--- config.mk ---
export PLATFORM = sky130hd
export DESIGN_NAME = sobel_frame_ctrl
export DESIGN_NICKNAME = d
export VERILOG_FILES = /design/src/rtl/sobel_frame_ctrl.sv
export SDC_FILE = /design/constraint.sdc
export NUM_CORES = 1
export LEC_CHECK = 0
export CAP_MARGIN = 10
export CORE_UTILIZATION = 48
export DETAILED_ROUTE_END_ITERATION = 7
export PLACE_DENSITY = 0.76
export SETUP_SLACK_MARGIN = 0.4
export SYNTH_ARGS = -nofsm -noshare
export SYNTH_HDL_FRONTEND = slang
export SYNTH_SLANG_ARGS = --single-unit
export TNS_END_PERCENT = 5
--- constraint.sdc ---
create_clock -name clk_i -period 2.8 [get_ports clk_i]
set_input_delay 0.7 -clock clk_i [delete_from_list [all_inputs] [get_ports clk_i]]
set_output_delay 0.7 -clock clk_i [all_outputs]
set_load 0.05 [all_outputs]
--- src/rtl/sobel_frame_ctrl.sv ---
// Frame sequencer for the Sobel edge path: walks the source image, strobes the
// 3x3 window shift, flags complete neighbourhoods and drains the conv pipeline.
module sobel_frame_ctrl #(
  parameter int IMG_W    = 640,
  parameter int IMG_H    = 480,
  parameter int ADDR_WD  = 19,
  parameter int PIPE_LAT = 2,
  localparam int CW      = $clog2(IMG_W),
  localparam int RW      = $clog2(IMG_H)
) (
  input  logic               clk_i,
  input  logic               rst_ni,
  input  logic               start_i,
  input  logic               pix_vld_i,
  output logic               pix_req_o,
  output logic [ADDR_WD-1:0] pix_addr_o,
  output logic               shift_en_o,
  output logic               dl_sobel_en,
  output logic               out_vld_o,
  output logic [CW-1:0]      col_o,
  output logic [RW-1:0]      row_o,
  output logic               busy_o,
  output logic               done_o
);

  localparam int DW = $clog2(PIPE_LAT + 1);
  localparam logic [CW-1:0] COL_LAST = CW'(IMG_W - 1);
  localparam logic [RW-1:0] ROW_LAST = RW'(IMG_H - 1);
  localparam logic [CW-1:0] COL_TWO  = CW'(2);
  localparam logic [RW-1:0] ROW_TWO  = RW'(2);

  typedef enum logic [1:0] {IDLE, FETCH, DRAIN, DONE} state_e;

  state_e              state_q, state_d;
  logic [ADDR_WD-1:0]  addr_q, addr_d;
  logic [CW-1:0]       col_q, col_d;
  logic [RW-1:0]       row_q, row_d;
  logic [DW-1:0]       drain_q, drain_d;
  logic [PIPE_LAT-1:0] dly_q, dly_d;
  logic                accept;
  logic                win_en;

  assign accept = (state_q == FETCH) && pix_vld_i;
  assign win_en = accept && (row_q >= ROW_TWO) && (col_q >= COL_TWO);

  always_ff @(posedge clk_i or negedge rst_ni) begin
    if (!rst_ni) begin
      state_q <= IDLE;
      addr_q  <= '0;
      col_q   <= '0;
      row_q   <= '0;
      drain_q <= '0;
      dly_q   <= '0;
    end else begin
      state_q <= state_d;
      addr_q  <= addr_d;
      col_q   <= col_d;
      row_q   <= row_d;
      drain_q <= drain_d;
      dly_q   <= dly_d;
    end
  end

  // Delay line runs free so out_vld_o stays aligned with the conv pipeline.
  always_comb begin
    dly_d    = dly_q;
    dly_d[0] = win_en;
    for (int i = 1; i < PIPE_LAT; i++) dly_d[i] = dly_q[i-1];
  end

  always_comb begin
    state_d = state_q;
    addr_d  = addr_q;
    col_d   = col_q;
    row_d   = row_q;
    drain_d = drain_q;
    case (state_q)
      IDLE: begin
        if (start_i) begin
          state_d = FETCH;
          addr_d  = '0;
          col_d   = '0;
          row_d   = '0;
        end
      end
      FETCH: begin
        if (accept) begin
          if (row_q == ROW_LAST && col_q == COL_LAST) begin
            state_d = DRAIN;
            drain_d = DW'(PIPE_LAT);
            addr_d  = '0;
            col_d   = '0;
            row_d   = '0;
          end else begin
            addr_d = addr_q + ADDR_WD'(1);
            if (col_q == COL_LAST) begin
              col_d = '0;
              row_d = row_q + RW'(1);
            end else begin
              col_d = col_q + CW'(1);
            end
          end
        end
      end
      DRAIN: begin
        if (drain_q == '0) state_d = DONE;
        else               drain_d = drain_q - DW'(1);
      end
      DONE:    state_d = IDLE;
      default: state_d = IDLE;
    endcase
  end

  assign pix_req_o   = (state_q == FETCH);
  assign pix_addr_o  = addr_q;
  assign shift_en_o  = accept;
  assign dl_sobel_en = win_en;
  assign out_vld_o   = dly_q[PIPE_LAT-1];
  assign col_o       = col_q;
  assign row_o       = row_q;
  assign busy_o      = (state_q == FETCH) || (state_q == DRAIN);
  assign done_o      = (state_q == DONE);

endmodule
After elaboration in Yosys (flattened, before gate mapping)
Cells that the tools add are included.
{"block": "op_classes", "n_addsub": 4, "eq_ne": 11, "order_cmp": 2, "n_mux": 21, "reduce_logical": 13}
{"operator": "$mux W19", "count": 3}
{"operator": "$mux W10", "count": 4}
{"operator": "$pmux W19 S2", "count": 1}
{"operator": "$mux W9", "count": 4}
{"operator": "$pmux W10 S2", "count": 1}
{"operator": "$add A19 B1 Y19 const B", "count": 1}
{"operator": "$pmux W9 S2", "count": 1}
{"operator": "$reduce_and A4 Y1", "count": 3}
{"operator": "$add A10 B1 Y10 const B", "count": 1}
{"operator": "$eq A10 B10 Y1 const B", "count": 1}
{"operator": "$ge A10 B2 Y1 const B", "count": 1}
{"operator": "$mux W2", "count": 5}
{"operator": "$add A9 B1 Y9 const B", "count": 1}
{"operator": "$eq A9 B9 Y1 const B", "count": 1}
{"operator": "$ge A9 B2 Y1 const B", "count": 1}
{"operator": "$pmux W2 S4", "count": 1}
{"operator": "$ne A2 B2 Y1 const B", "count": 3}
{"operator": "$eq A2 B2 Y1 const B", "count": 2}
{"operator": "$logic_and A1 B1 Y1", "count": 4}
{"operator": "$logic_not A2 Y1", "count": 2}
{"operator": "$ne A2 B1 Y1 const B", "count": 2}
{"operator": "$pmux W2 S2", "count": 1}
{"operator": "$reduce_bool A2 Y1", "count": 2}
{"operator": "$ne A3 B1 Y1 const B", "count": 1}
{"operator": "4 further kinds", "count": 4}
{"block": "word_totals", "inputBits": 4, "elab_cells": 57, "ff_bits": 44}

Depth between registers and ports, before layout
{"block": "logic_depth", "depth_word": 5, "mapped_depth": 9, "mapped_depth_nobuf": 7}

Worst setup path after synthesis
No wires, ideal clock.
{"block": "synth_timing", "path_type": "register to output", "start": "reg state_q[1]", "end": "out dl_sobel_en", "t_arrival_ns": 2.601, "path_stages_with_launch": 7, "setup_slack_ns": -0.501, "cell_sequence": "dfrtp_1 -> inv_1 -> ha_1 -> nand2_1 -> inv_1 -> o41ai_1 -> a31oi_1"}
{"block": "synth_between", "elab_chain_cells": 4}
{"item": "from (decl)", "line": "34", "rtl": "state_e state_q, state_d;"}
{"item": "from (signal assigned)", "line": "55", "rtl": "state_q <= state_d;"}
{"item": "$eq A2 B1 Y1"}
{"item": "named net pix_req_o", "line": "15", "rtl": "output logic pix_req_o,"}
{"item": "$logic_and A1 B1 Y1", "line": "43", "rtl": "assign accept = (state_q == FETCH) && pix_vld_i;"}
{"item": "named net shift_en_o", "line": "17", "rtl": "output logic shift_en_o,"}
{"item": "$logic_and A1 B1 Y1 (2 in a row)", "line": "44", "rtl": "assign win_en = accept && (row_q >= ROW_TWO) && (col_q >= COL_TWO);"}
{"item": "to (decl)", "line": "18", "rtl": "output logic dl_sobel_en,"}
The timed path passes the listed nets, and every way through them passes these cells.

Worst setup path in the final report
{"block": "layout_timing", "start": "reg row_q[0], in the netlist row_o[0]", "end": "out dl_sobel_en"}
{"block": "layout_between", "elab_chain_cells": 3}
{"item": "from (decl)", "line": "37", "rtl": "logic [RW-1:0] row_q, row_d;"}
{"item": "from (signal assigned)", "line": "58", "rtl": "row_q <= row_d;"}
{"item": "$ge A9 B2 Y1", "line": "44"}
{"item": "$logic_and A1 B1 Y1 (2 in a row)", "line": "44"}
No other way between the ends.

==> impl_metrics.py <==
metrics = {
    "logic_synthesis": {
        "yosysUniqueCellTypes": 45,
        "async_reset_ff_frac": 1.000,
        "netlist_instances": 246,
        "synth_flop_cell": "dfrtp_1",
        "synth.area.top_cells": "dfrtp_1, nor2_1, ha_1, xnor2_1, xor2_1",
        "ys_seq_area_frac": 0.4567,
        "synth_edf_count": 0,
        "syn_area_per_cell_sq_um": 9.801,
        "synth.net_count": 260,
        "netlist_area_sq_mm": 0.002411,
        "ys_ff_latch": 44,
        "ys_warn_count": 0,
        "synth_top_area_frac": 0.4567,
        "synth_top_cell_by_area": "dfrtp_1",
    },
    "sta": {
        "slew_headroom": 0.5434,
        "period_needed_ns": 2.488,
        "finalMaxSlewViolations": 0,
        "max_freq_mhz": 402.0,
        "hold_violations": 0,
        "finalClockSkew_ns": 0.007533,
        "setup_viol": 0,
        "fin_crit_sh": 0.8885,
        "worst_pin_slew_ns": 0.6831,
        "rsz0062_at_grt": "yes",
        "final.setup.tns_ns": 0,
        "fin_ws_ns": 0.3122,
    },
    "layout": {
        "area_growth_syn_to_layout_pct": 31.55,
        "fin_area_sq_mm": 0.003172,
        "n_antenna_cell": 0,
        "finalNetCount": 316,
        "drive_gt1_frac": 0.1320,
    },
    "clocking": {
        "root_buffer": "clkbuf_8",
        "h-tree-depth": 2,
        "cts_tree": "yes",
        "clockBufferDepth": 2,
        "clock_sinks": 44,
        "clock_latency_ns": 0.30,
        "clkTransAtPathRegs_ns": 0.09,
        "cts_buffers": 5,
        "hold_buffers": 0,
    },
    "floorplan": {
        "start_util": 0.5038,
        "io_pins": 48,
        "rows": 25,
        "dieArea_sq_mm": 0.005311,
        "die_w_um": 72.88,
        "die_h_um": 72.88,
        "core_area_sq_mm": 0.004786,
    },
    "grt": {
        "antenna_found_initial": 0,
        "grt_pass1_vias": 1988,
        "grt_max_degree": 26,
        "gr-total-overflow": 0,
        "grt_usage": 0.2186,
        "grt_pass1_wl_um": 8949,
    },
    "pwr": {
        "powerDensity_mw_per_mm2": 741.2,
        "fin_total_pwr_mw": 2.351,
        "max-vdd-ir-drop_v": 0.0007217,
        "p_leak_nw": 1.309,
    },
    "setup_path": {
        "rr_startpoint": "state_q[0]",
        "startpoint_type": "flop",
        "max_stage_delay_ns": 0.42,
        "cp.required_ns": 2.10,
        "crit_slowest_cell": "dfrtp_2",
        "arrival_ns": 1.79,
        "end_kind": "output port",
        "path_cells": "inv_1 > ha_1 > nor4_1 > nand2_1 > o41ai_4 > a31oi_4 > buf_12",
        "crit_path_start": "row_o[0]",
        "cp_max_fo": 7,
        "critical_path_class": "reg -> out",
    },
    "placed_design": {
        "port_buffers": 47,
        "routabilityCongestion": 0.8223,
        "dp_slack_ns": 0.1148,
        "placed_area_sq_mm": 0.003044,
        "hpwl_um": 3863,
    },
    "routing": {
        "ant_nets": 0,
        "wl_met3_um": 160,
        "topRoutingLayerUsed": "met4",
        "post_drt_wl_per_cell_um": 14.19,
        "drt_pre_antenna_iters": 4,
        "drt-initial-drc-count": 118,
        "wl_met1_um": 2401,
        "wirelength_um": 5250,
        "vias": 1978,
        "met2_length_um": 2593,
        "avgViaCountPerCell": 5.346,
        "drc_errors": 0,
    },
    "hold_path": {
        "hold_class": "reg -> reg",
        "hp-start": "dly_q[0]",
    },
    "flow_run": {
        "cap_violations": 0,
    },
    "status": {
        "outcome": "complete, no violations",
    },
}
==> state kept, by name (all words and copies together), names as in the netlist <==
register,flops
col_o,10
drain_q,2
row_o,9
state_q,2
dly_q,2
pix_addr_o,19
==> cells in the final DEF, fill, tap and decap left out, types with 3 or more instances in the layout <==
master | synthesis | routed
clkdlybuf4s50_1 | 0 | 41
inv_1 | 13 | 12
nor3_1 | 5 | 5
nand2_1 | 22 | 21
clkinvlp_4 | 0 | 3
o21ai_0 | 9 | 9
a21oi_1 | 5 | 5
xor2_1 | 12 | 12
clkbuf_8 | 0 | 6
nand3_1 | 13 | 13
buf_4 | 0 | 10
nor2_1 | 35 | 35
ha_1 | 10 | 9
nand4_1 | 8 | 8
dfrtp_1 | 44 | 43
xnor2_1 | 14 | 14
a31oi_1 | 6 | 5
nor4_1 | 6 | 5
==> through the flow <==
step | util | instances | hold WS [ns]
after global placement | 0.6361 | 361 | 0.3363
after detailed placement | 0.6361 | 361 | 0.3379
after floorplan | - | 246 | 0.3312
final | 0.6627 | 370 | 0.3574
after CTS | 0.6562 | 369 | 0.3629
after global routing | 0.6627 | 370 | 0.3696
==> where the power goes <==
group / switching, mW / internal [mW]
logic: 0.742 / 0.385
registers: 0.0895 / 0.706
clock network: 0.228 / 0.200
total: 1.06 / 1.29
==> cell type report <==
type,count,area [sq um]
clock buffers,6,82.58
multi-input cells,181,1271
repair buffers,57,564.3
flip-flops and latches,44,1102
clock inverters,2,15.01
fillers,392,1614
well taps,67,83.83
inverters,13,52.55
==> cells in the mapped netlist (2+ instances only) <==
cell type and count:
a21oi_1 5, a31oi_1 6, and3_1 2, buf_2 4
clkbuf_2 2, dfrtp_1 44, ha_1 10, inv_1 13
nand2_1 22, nand2b_1 2, nand3_1 13, nand4_1 8
nor2_1 35, nor3_1 5, nor3b_1 2, nor4_1 6
nor4_4 2, nor4b_4 2, o21ai_0 9, o22ai_1 2
o31ai_1 2, o41ai_1 2, or4_1 2, xnor2_1 14
xor2_1 12
==> cell families (layout without fill, tap and decap cells) <==
family / count (synthesis) / in the layout / share of synthesized area
adder cells (fa/ha/maj): 10 / 10 / 0.05189
AND/OR/NAND/NOR: 113 / 113 / 0.2699
flip-flops: 44 / 44 / 0.4567
AO/OA/AOI/OAI: 30 / 30 / 0.07940
XOR/XNOR: 26 / 26 / 0.09445
multiplexers: 2 / 2 / 0.008822
buffers and inverters: 21 / 78 / 0.03892
==> per-layer routing <==
layer / track usage / up-vias
met1: 0.2745 / 963
li1: - / 967
met5: 0 / -
met2: 0.3655 / 39
met4: 0.1002 / 0
met3: 0.04144 / 9
==> critical path: cells and delay by family, from the launching register on <==
family                     cells  cell delay [ns]
buffers and inverters          2             0.24
adders and majority gates      1             0.18
and+or+nand+nor                2             0.29
DFF                            1             0.42
AOI/OAI and AO/OA              2             0.37
==> final timing paths <==
path	end	slack [ns]	depth (start not counted)
worst max-delay path	dl_sobel_en	0.31	7
worst min-delay path	dly_q[1]	0.36	0
worst max register to register	pix_addr_o[7]	0.59	7
worst min register to register	dly_q[1]	0.36	0
max in group asynchronous	col_o[4]	1.85	2
min in group asynchronous	dly_q[1]	0.38	1
==> repair_timing <==
action	CTS	global route
pin swaps	0	0
buffers inserted	0	1
gates resized for setup	1	5
endpoints found under the hold margin	0	0
setup endpoints to repair	5	13
Power figures use the tool's default switching activity.
